===== config.mk =====
export PLATFORM = sky130hd
export DESIGN_NAME = dht11_frame_rx
export DESIGN_NICKNAME = d
export VERILOG_FILES = /design/src/rtl/dht11_frame_rx.sv
export SDC_FILE = /design/constraint.sdc
export NUM_CORES = 1
export LEC_CHECK = 0
export CAP_MARGIN = 5
export CORE_MARGIN = 4
export CORE_UTILIZATION = 60
export DETAILED_ROUTE_END_ITERATION = 6
export GPL_ROUTABILITY_DRIVEN = 1
export PLACE_DENSITY = 0.84
export SLEW_MARGIN = 20
export SYNTH_ARGS = -nofsm -noshare
export SYNTH_HDL_FRONTEND = slang
export SYNTH_SLANG_ARGS = --single-unit

===== constraint.sdc =====
create_clock -name clk -period 10.8 [get_ports clk]
set_input_delay 1.08 -clock clk [delete_from_list [all_inputs] [get_ports clk]]
set_output_delay 1.08 -clock clk [all_outputs]
set_load 0.02 [all_outputs]

===== src/rtl/dht11_frame_rx.sv =====
// dht11_frame_rx: assembles 6-byte DHT11 frames (sync, hum int/dec, temp int/dec, checksum)
// from a UART byte stream, validates the checksum, enforces an inter-byte timeout and
// publishes the most recent good reading.
//
// Ports:
//   clk, rst_n          clock, asynchronous active-low reset
//   rx_byte, rx_done    received byte and its one-cycle valid strobe
//   hum_int, hum_dec    humidity of last good frame
//   temp_int, temp_dec  temperature of last good frame
//   frame_valid         one-cycle pulse: published reading just updated
//   chk_err             one-cycle pulse: checksum mismatch, reading unchanged
//   timeout_err         one-cycle pulse: frame abandoned after inter-byte timeout
//   busy                high while a frame is being assembled
//   good_cnt, bad_cnt   saturating frame statistics (only with FRAME_STATS_EN)
//
// Build option: define FRAME_STATS_EN to add the good_cnt/bad_cnt counters and ports.
module dht11_frame_rx #(
    parameter int unsigned CLK_FREQ       = 1_000_000,
    parameter int unsigned TIMEOUT_CYCLES = 4000,
    parameter logic [7:0]  SYNC_BYTE      = 8'hAA
) (
    input  logic       clk,
    input  logic       rst_n,
    input  logic [7:0] rx_byte,
    input  logic       rx_done,
    output logic [7:0] hum_int,
    output logic [7:0] hum_dec,
    output logic [7:0] temp_int,
    output logic [7:0] temp_dec,
    output logic       frame_valid,
    output logic       chk_err,
    output logic       timeout_err,
    output logic       busy
`ifdef FRAME_STATS_EN
    ,
    output logic [7:0] good_cnt,
    output logic [7:0] bad_cnt
`endif
);

    // TIMEOUT_CYCLES is normally derived from CLK_FREQ and the sensor's byte period.
    if (CLK_FREQ == 0 || TIMEOUT_CYCLES < 2) begin : g_bad_cfg
        $error("dht11_frame_rx: CLK_FREQ must be nonzero and TIMEOUT_CYCLES at least 2");
    end

    localparam int unsigned     CNT_W    = $clog2(TIMEOUT_CYCLES) + 1;
    localparam logic [CNT_W-1:0] TERM_CNT = CNT_W'(TIMEOUT_CYCLES - 1);

    typedef struct packed {
        logic [7:0] hum_int;
        logic [7:0] hum_dec;
        logic [7:0] temp_int;
        logic [7:0] temp_dec;
    } reading_t;

    typedef enum logic [2:0] {
        S_IDLE  = 3'd0,
        S_HUM_I = 3'd1,
        S_HUM_D = 3'd2,
        S_TMP_I = 3'd3,
        S_TMP_D = 3'd4,
        S_CHK   = 3'd5
    } state_e;

    state_e           state_q, state_d;
    logic [CNT_W-1:0] cnt_q, cnt_d;
    reading_t         shadow_q, shadow_d;
    reading_t         out_q, out_d;
    logic             fv_q, fv_d;
    logic             ce_q, ce_d;
    logic             to_q, to_d;
    logic             busy_q, busy_d;
    logic [7:0]       chk_sum;
    logic             timeout_hit;

`ifdef FRAME_STATS_EN
    logic [7:0] good_q, good_d;
    logic [7:0] bad_q, bad_d;
`endif

    // State and output registers.
    always_ff @(posedge clk or negedge rst_n) begin
        if (!rst_n) begin
            state_q  <= S_IDLE;
            cnt_q    <= '0;
            shadow_q <= '0;
            out_q    <= '0;
            fv_q     <= 1'b0;
            ce_q     <= 1'b0;
            to_q     <= 1'b0;
            busy_q   <= 1'b0;
`ifdef FRAME_STATS_EN
            good_q   <= '0;
            bad_q    <= '0;
`endif
        end else begin
            state_q  <= state_d;
            cnt_q    <= cnt_d;
            shadow_q <= shadow_d;
            out_q    <= out_d;
            fv_q     <= fv_d;
            ce_q     <= ce_d;
            to_q     <= to_d;
            busy_q   <= busy_d;
`ifdef FRAME_STATS_EN
            good_q   <= good_d;
            bad_q    <= bad_d;
`endif
        end
    end

    // Next-state, frame assembly, checksum and timeout decisions.
    always_comb begin
        state_d  = state_q;
        cnt_d    = cnt_q;
        shadow_d = shadow_q;
        out_d    = out_q;
        fv_d     = 1'b0;
        ce_d     = 1'b0;
        to_d     = 1'b0;

        chk_sum = 8'(shadow_q.hum_int + shadow_q.hum_dec + shadow_q.temp_int + shadow_q.temp_dec);
        // A byte arriving on the terminal-count cycle still counts as in time.
        timeout_hit = (state_q != S_IDLE) && !rx_done && (cnt_q == TERM_CNT);

        if (state_q != S_IDLE) begin
            cnt_d = rx_done ? '0 : cnt_q + CNT_W'(1);
        end

        if (timeout_hit) begin
            to_d     = 1'b1;
            state_d  = S_IDLE;
            shadow_d = '0;
            cnt_d    = '0;
        end else if (rx_done) begin
            case (state_q)
                S_IDLE: begin
                    if (rx_byte == SYNC_BYTE) begin
                        state_d = S_HUM_I;
                        cnt_d   = '0;
                    end
                end
                S_HUM_I: begin
                    shadow_d.hum_int = rx_byte;
                    state_d          = S_HUM_D;
                end
                S_HUM_D: begin
                    shadow_d.hum_dec = rx_byte;
                    state_d          = S_TMP_I;
                end
                S_TMP_I: begin
                    shadow_d.temp_int = rx_byte;
                    state_d           = S_TMP_D;
                end
                S_TMP_D: begin
                    shadow_d.temp_dec = rx_byte;
                    state_d           = S_CHK;
                end
                S_CHK: begin
                    if (rx_byte == chk_sum) begin
                        out_d = shadow_q;
                        fv_d  = 1'b1;
                    end else begin
                        ce_d = 1'b1;
                    end
                    state_d = S_IDLE;
                end
                default: state_d = S_IDLE;
            endcase
        end

        busy_d = (state_d != S_IDLE);
    end

`ifdef FRAME_STATS_EN
    // Saturating good/bad frame counters.
    always_comb begin
        good_d = good_q;
        bad_d  = bad_q;
        if (fv_d && (good_q != 8'hFF)) begin
            good_d = good_q + 8'd1;
        end
        if ((ce_d || to_d) && (bad_q != 8'hFF)) begin
            bad_d = bad_q + 8'd1;
        end
    end

    assign good_cnt = good_q;
    assign bad_cnt  = bad_q;
`endif

    assign hum_int     = out_q.hum_int;
    assign hum_dec     = out_q.hum_dec;
    assign temp_int    = out_q.temp_int;
    assign temp_dec    = out_q.temp_dec;
    assign frame_valid = fv_q;
    assign chk_err     = ce_q;
    assign timeout_err = to_q;
    assign busy        = busy_q;

endmodule


==> results of run 1 <==
[cell families after synthesis]
| family | count (synthesis) | share of synthesized area [%] |
|---|---|---|
| AO/OA/AOI/OAI | 49 | 6.31 |
| XOR/XNOR | 30 | 6.38 |
| adder cells (fa/ha/maj) | 22 | 9.23 |
| buffers and inverters | 26 | 2.94 |
| flip-flops | 84 | 51.0 |
| multiplexers | 33 | 8.99 |
| AND/OR/NAND/NOR | 140 | 15.1 |
[power by group through the flow]
stage                     combinational, W  clock (W)  sequential [W]
after floorplan                   0.000687          0        0.000454
after global placement            0.000788          0        0.000479
after detailed placement          0.000841          0        0.000483
after CTS                         0.000848   0.000284        0.000478
after global routing              0.000939   0.000297        0.000491
final                             0.000847   0.000280        0.000480
[sequential cells by signal, summed over array words and instances (netlist names)]
register,flops
busy,1
chk_err,1
cnt_q,13
frame_valid,1
hum_dec,8
hum_int,8
shadow_q,32
state_q,3
temp_dec,8
temp_int,8
timeout_err,1
[metrics by stage]
step / total power (W) / hold slack, ns / instances / util [%] / cell area, um^2
2_1_floorplan: 0.00114 / 0.487 / 384 / - / 4120
3_3_place_gp: 0.00127 / 0.466 / 495 / 71.0 / 4610
3_5_place_dp: 0.00132 / 0.477 / 495 / 71.0 / 4610
4_1_cts: 0.00161 / 0.496 / 511 / 75.0 / 4870
5_1_grt: 0.00173 / 0.528 / 511 / 75.0 / 4870
6_report: 0.00161 / 0.495 / 511 / 75.0 / 4870
[cell type report]
type | count | area, um^2
clock buffers | 11 | 151
repair buffers | 47 | 469
flip-flops and latches | 84 | 2100
inverters | 13 | 48.8
well taps | 77 | 96.3
multi-input cells | 274 | 1900
fillers | 415 | 1620
clock inverters | 5 | 108
[critical path, delay by kind of cell (launching register included)]
kind                     cells  cell delay, ns
AO/OA/AOI/OAI                3            0.60
XOR/XNOR                     1            0.19
adder cells (fa/ha/maj)      4            1.66
buffers and inverters        3            0.50
flip-flops                   1            0.42
multiplexers                 1            0.39
AND/OR/NAND/NOR              1            0.76
[per-layer routing]
| metal | GRT usage [%] | wire length [um] | up-vias |
|---|---|---|---|
| met5 | 0 | 0 | - |
| met4 | 11.4 | 265 | 0 |
| met3 | 4.42 | 593 | 28 |
| met2 | 37.8 | 4560 | 139 |
| met1 | 30.2 | 3760 | 1498 |
| li1 | - | - | 1369 |
[how the worst min path moves through the flow]
| stage | to | slack [ns] | cells past startpoint |
|---|---|---|---|
| after floorplan | hum_int[1] | 0.49 | 1 |
| after global routing | hum_int[1] | 0.53 | 1 |
| final | hum_int[1] | 0.50 | 1 |
| after detailed placement | hum_int[1] | 0.48 | 1 |
| after global placement | hum_int[1] | 0.47 | 1 |
| after CTS | hum_int[1] | 0.50 | 1 |
[cell usage in the layout, fill, tap and decap left out, drive strengths merged, types with 2 or more instances in the layout]
cell | synthesis | final
buf | 6 | 2
nor2 | 29 | 29
and2 | 2 | 2
nand4 | 4 | 4
inv | 12 | 12
nand2 | 78 | 78
ha | 8 | 8
nor4 | 2 | 2
and4 | 2 | 2
xor2 | 11 | 11
nor3 | 5 | 5
clkinv | 1 | 3
fa | 14 | 14
mux2 | 32 | 32
a21oi | 38 | 38
or4bb | 2 | 2
nand3 | 9 | 9
dfrtp | 84 | 84
nor2b | 2 | 2
bufinv | 0 | 3
o21ai | 6 | 6
nand2b | 2 | 2
clkdlybuf4s50 | 0 | 45
xnor2 | 19 | 19
or3 | 2 | 2
clkbuf | 7 | 11
[cell usage after synthesis (2+ instances only)]
master	count
dfrtp_1	84
and2_1	2
xnor2_1	19
nand4_1	4
and4_1	2
nor2_1	29
or3_1	2
buf_1	2
xor2_1	11
ha_1	8
nand2b_1	2
o21ai_0	6
a21oi_1	38
nor3_1	5
or4bb_1	2
nand2_1	78
buf_6	3
fa_1	14
mux2_2	31
clkbuf_1	7
nor2b_1	2
nand3_1	9
inv_1	12
==> flow_metrics.py, run 1 <==
metrics = {
    "run_status": {
        "status": "finished, final reports clean",
    },
    "placement": {
        "port_buffers": 46,
        "globalplace.congestion": 0.850,
        "post-dp-hpwl_mm": 6.44,
        "post-place-ws_ns": 6.12,
    },
    "logic_synthesis": {
        "yosys_warnings": 0,
        "syn_area_um2": 4120,
        "ys_seq_area_share_pct": 51.0,
        "synth_cells": 384,
        "synth_cell_types": 35,
        "yosys_most_used_dff": "dfrtp_1",
        "yosysTopAreaCell": "dfrtp_1",
        "netlist.area_leader.share_pct": 51.0,
        "yosys-top-cells-area": "dfrtp_1 (51%), mux2_2 (8.5%), nand2_1 (7.1%), fa_1 (6.8%), a21oi_1 (4.6%)",
        "synth_area_per_cell_um2": 10.7,
        "syn_nets": 417,
        "ys_ff_latch": 84,
        "synth_edf_count": 0,
        "async_flop_share_pct": 100,
    },
    "critical_path": {
        "startpoint_type": "register",
        "worstReg2RegEnd": "hum_dec[0]",
        "path_cells": "fa_1 > inv_1 > fa_1 > inv_1 > ha_1 > fa_1 > a21o_1 > a21oi_1 > o21ai_0 > xnor2_1 > nor4_4 > buf_4 > mux2_2",
        "worstSetupEndpointType": "register",
        "cp_slowest_cell": "nor4_4",
        "crit_fanout": 20,
        "criticalPathCategory": "reg2reg",
        "ff2ff_path_depth": 13,
        "slowest_delay_ns": 0.76,
        "path_common_cell": "fa_1",
        "crit_end": "hum_dec[0]",
        "r2r_slack_ns": 6.14,
        "crit_start": "shadow_q[1]",
        "timing.rr.start": "shadow_q[1]",
        "arrival_ns": 4.90,
        "cp_data_required_time_ns": 11.04,
    },
    "power_and_ir_drop": {
        "p_per_area_nw_per_um2": 330,
        "peakVddDrop_mv": 0.186,
        "swShare_pct": 41.7,
        "leakagePower_nw": 2.23,
        "p_int_w": 0.000938,
        "p_seq_share_pct": 29.9,
        "share_comb_of_total_power_pct": 52.7,
        "power_frac_clock_pct": 17.4,
        "power_switching_w": 0.000670,
    },
    "timing": {
        "finalHoldViolCount": 0,
        "maxSlewViolCount": 0,
        "tns_ns": 0,
        "fin_crit_ns": 4.66,
        "worst_slew_pin_slew_ns": 1.03,
        "period_share_pct": 43.2,
        "setup_ws_ns": 6.14,
        "fmax_ghz": 0.214,
        "finalSetupViolCount": 0,
        "clock_skew_ns": 0.0108,
        "maxSlewHeadroom_pct": 30.9,
        "rsz0062_at_grt": "no",
    },
    "floorplanning": {
        "rows": 29,
        "die_area_um2": 8260,
        "die_w_um": 90.9,
        "io-pin-count": 47,
        "start_util_pct": 63.5,
        "core-area_um2": 6490,
        "fp.dieH_um": 90.9,
    },
    "cells_and_area": {
        "fin_nets": 462,
        "layout-drive-gt1-share_pct": 11.8,
        "syn_to_final_growth_pct": 18.2,
        "antennaDiodeCount": 0,
    },
    "clocking": {
        "post_cts_buffers": 0,
        "cts_resized": 0,
        "h-tree-depth": 3,
        "cts_sinks": 84,
        "ctsHoldBuffers": 0,
        "cts_buffers": 9,
        "clkTransAtPathRegs_ns": 0.09,
        "clk_path_buf_depth": 2,
        "cts_tree": "yes",
        "clock_latency_ns": 0.35,
        "root_buffer": "clkbuf_8",
    },
    "drt": {
        "viasPerCell": 5.94,
        "initialDrtViolationCount": 182,
        "wire_per_inst_um": 17.9,
        "route.vias.total": 3034,
        "ant_nets": 0,
        "drc": 0,
        "drtPass1Iterations": 6,
        "routed_wl_mm": 9.17,
    },
    "run": {
        "drv_cap": 0,
    },
    "grt": {
        "track_usage_pct": 23.3,
        "antenna_found_initial": 0,
        "grt_overflow": 0,
        "grt_max_degree": 85,
        "grt_pass1_wl_mm": 15.2,
        "grt_pass1_vias": 2940,
    },
    "min_path": {
        "hold_path_class": "reg2reg",
        "hp-start": "hum_int[1]",
    },
}
Note: power is estimated with default switching activity, not from simulation.
==> inputs of run 2 (changes only) <==
--- a/config.mk
+++ b/config.mk
@@ -7,10 +7,10 @@
 export LEC_CHECK = 0
 export CAP_MARGIN = 5
 export CORE_MARGIN = 4
-export CORE_UTILIZATION = 60
+export CORE_UTILIZATION = 56
 export DETAILED_ROUTE_END_ITERATION = 6
 export GPL_ROUTABILITY_DRIVEN = 1
-export PLACE_DENSITY = 0.84
+export PLACE_DENSITY = 0.8
 export SLEW_MARGIN = 20
 export SYNTH_ARGS = -nofsm -noshare
 export SYNTH_HDL_FRONTEND = slang
==> constraint.sdc (replaced) <==
create_clock -name clk -period 4.7 [get_ports clk]
set_input_delay 0.47 -clock clk [delete_from_list [all_inputs] [get_ports clk]]
set_output_delay 0.47 -clock clk [all_outputs]
set_load 0.02 [all_outputs]
==> run 2 against run 1 <==
  * Fmax increased by 14%
  * Flip-flop and latch count unchanged
  * Core utilization decreased by 7.3 points
  * Clock power increased by 110%
  * Critical path type unchanged
==> flow_metrics.py, run 2 (same netlist as run 1, synthesis figures left out) <==
metrics = {
    "timing": {
        "period_share_pct": 87.1,
        "finalHoldViolCount": 0,
        "fin_crit_ns": 4.09,
        "fmax_ghz": 0.244,
        "finalSetupViolCount": 0,
        "maxSlewHeadroom_pct": 34.0,
        "clock_skew_ns": 0.00690,
        "maxSlewViolCount": 0,
        "worst_slew_pin_slew_ns": 0.984,
        "rsz0062_at_grt": "no",
        "tns_ns": 0,
    },
    "floorplanning": {
        "start_util_pct": 57.1,
        "die_w_um": 93.8,
        "die_area_um2": 8800,
        "io-pin-count": 47,
        "core-area_um2": 7210,
        "rows": 31,
        "fp.dieH_um": 93.8,
    },
    "critical_path": {
        "cp_data_required_time_ns": 4.95,
        "startpoint_type": "register",
        "crit_fanout": 30,
        "worstSetupEndpointType": "register",
        "arrival_ns": 4.34,
        "criticalPathCategory": "reg2reg",
    },
    "placement": {
        "globalplace.congestion": 0.880,
        "place_inst": 518,
        "port_buffers": 46,
        "placed_area_um2": 4660,
        "post-dp-hpwl_mm": 6.19,
    },
    "power_and_ir_drop": {
        "finalPower_w": 0.00358,
        "peakVddDrop_mv": 0.537,
        "leakagePower_nw": 2.22,
        "p_per_area_nw_per_um2": 733,
    },
    "drt": {
        "routed_wl_mm": 8.86,
        "viasPerCell": 5.51,
        "ant_nets": 0,
        "initialDrtViolationCount": 141,
        "wire_per_inst_um": 16.6,
        "route.vias.total": 2945,
        "drtPass1Iterations": 4,
        "drc": 0,
    },
    "cells_and_area": {
        "fin_area_um2": 4890,
        "num-fill-cells": 568,
        "layout_common_cells": "dfrtp_1 (84), nand2_1 (78), clkdlybuf4s50_1 (45)",
        "antennaDiodeCount": 0,
        "fin_nets": 463,
        "layout-drive-gt1-share_pct": 12.2,
        "syn_to_final_growth_pct": 18.6,
        "instances_no_fill": 534,
        "top_register": "shadow_q",
        "largest_reg_flops": 32,
        "top_regs": "shadow_q: 32 flops, cnt_q: 13 flops",
        "final_common_cell": "dfrtp_1",
    },
    "grt": {
        "antenna_found_initial": 0,
        "grt_max_degree": 45,
        "grt_pass1_wl_mm": 14.9,
        "grt_overflow": 0,
        "grt_pass1_vias": 3044,
        "track_usage_pct": 22.2,
    },
    "clocking": {
        "cts_sinks": 84,
        "h-tree-depth": 3,
        "clkTransAtPathRegs_ns": 0.08,
        "cts_resized": 0,
        "clock_latency_ns": 0.36,
        "post_cts_buffers": 0,
        "cts_buffers": 9,
        "root_buffer": "clkbuf_8",
        "clk_path_buf_depth": 2,
        "ctsHoldBuffers": 0,
        "cts_tree": "yes",
    },
    "run": {
        "drv_cap": 0,
    },
    "run_status": {
        "status": "finished, final reports clean",
    },
    "min_path": {
        "hold_path_class": "in2async",
    },
}
run 2: metrics by stage:
step	setup WS, ns	hold WS [ns]	util, %
after floorplan	0.891	0.174	-
after global placement	0.692	0.467	64.6
after detailed placement	0.630	0.472	64.6
after CTS	0.608	0.0826	67.7
after global routing	0.433	0.0939	67.8
final	0.607	0.0693	67.8
run 2: area by class of cell:
| type | instances | area, um^2 | area share, % |
|---|---|---|---|
| sequential | 84 | 2100 | 43.0 |
| multi-input combinational | 274 | 1900 | 38.9 |
| timing repair buffer | 48 | 485 | 9.93 |
| clock buffer | 10 | 138 | 2.82 |
| tap | 99 | 124 | 2.53 |
| clock inverter | 6 | 87.6 | 1.79 |
| inverter | 13 | 48.8 | 0.998 |
run 2: final timing paths:
check | from | slack [ns] | endpoint | cells after the start
min in group clk | hum_int[1] | 0.49 | hum_int[1] | 1
setup / recovery | shadow_q[1] | 0.61 | hum_int[4] | 13
hold / removal | rst_n | 0.07 | hum_int[2] | 1
hold reg to reg | hum_int[1] | 0.49 | hum_int[1] | 1
max in group asynchronous | rst_n | 3.71 | shadow_q[28] | 2
setup reg to reg | shadow_q[1] | 0.61 | hum_int[4] | 13
run 2: power breakdown:
part           leakage (nW)  internal, W  switching (W)
logic                 0.985     0.000879        0.00103
registers              1.12     0.000894       0.000207
clock network         0.116     0.000314       0.000262
run 2: routing by layer:
layer  vias up  track usage [%]  wire length [um]
met5         -                0                 0
met4         0             11.1               225
met3        22             4.65               560
met2       101             35.1              4190
met1      1455             29.2              3890
li1       1367                -                 -
run 2: critical path: stages (launching register included):
cell,delay (ns)
dfrtp_1,0.42
fa_1,0.54
inv_1,0.06
fa_1,0.51
inv_1,0.05
ha_1,0.21
fa_1,0.41
a21o_1,0.19
a21oi_1,0.21
o21ai_0,0.15
xnor2_1,0.19
nor4_4,0.41
buf_12,0.25
mux2_2,0.36
==> inputs of run 3 (changes only) <==
--- a/config.mk
+++ b/config.mk
@@ -5,7 +5,7 @@
 export SDC_FILE = /design/constraint.sdc
 export NUM_CORES = 1
 export LEC_CHECK = 0
-export CAP_MARGIN = 5
+export CAP_MARGIN = 20
 export CORE_MARGIN = 4
 export CORE_UTILIZATION = 56
 export DETAILED_ROUTE_END_ITERATION = 6
==> results of run 3 <==
Same layout as run 2: the final DEF is identical, and so are final timing and power.
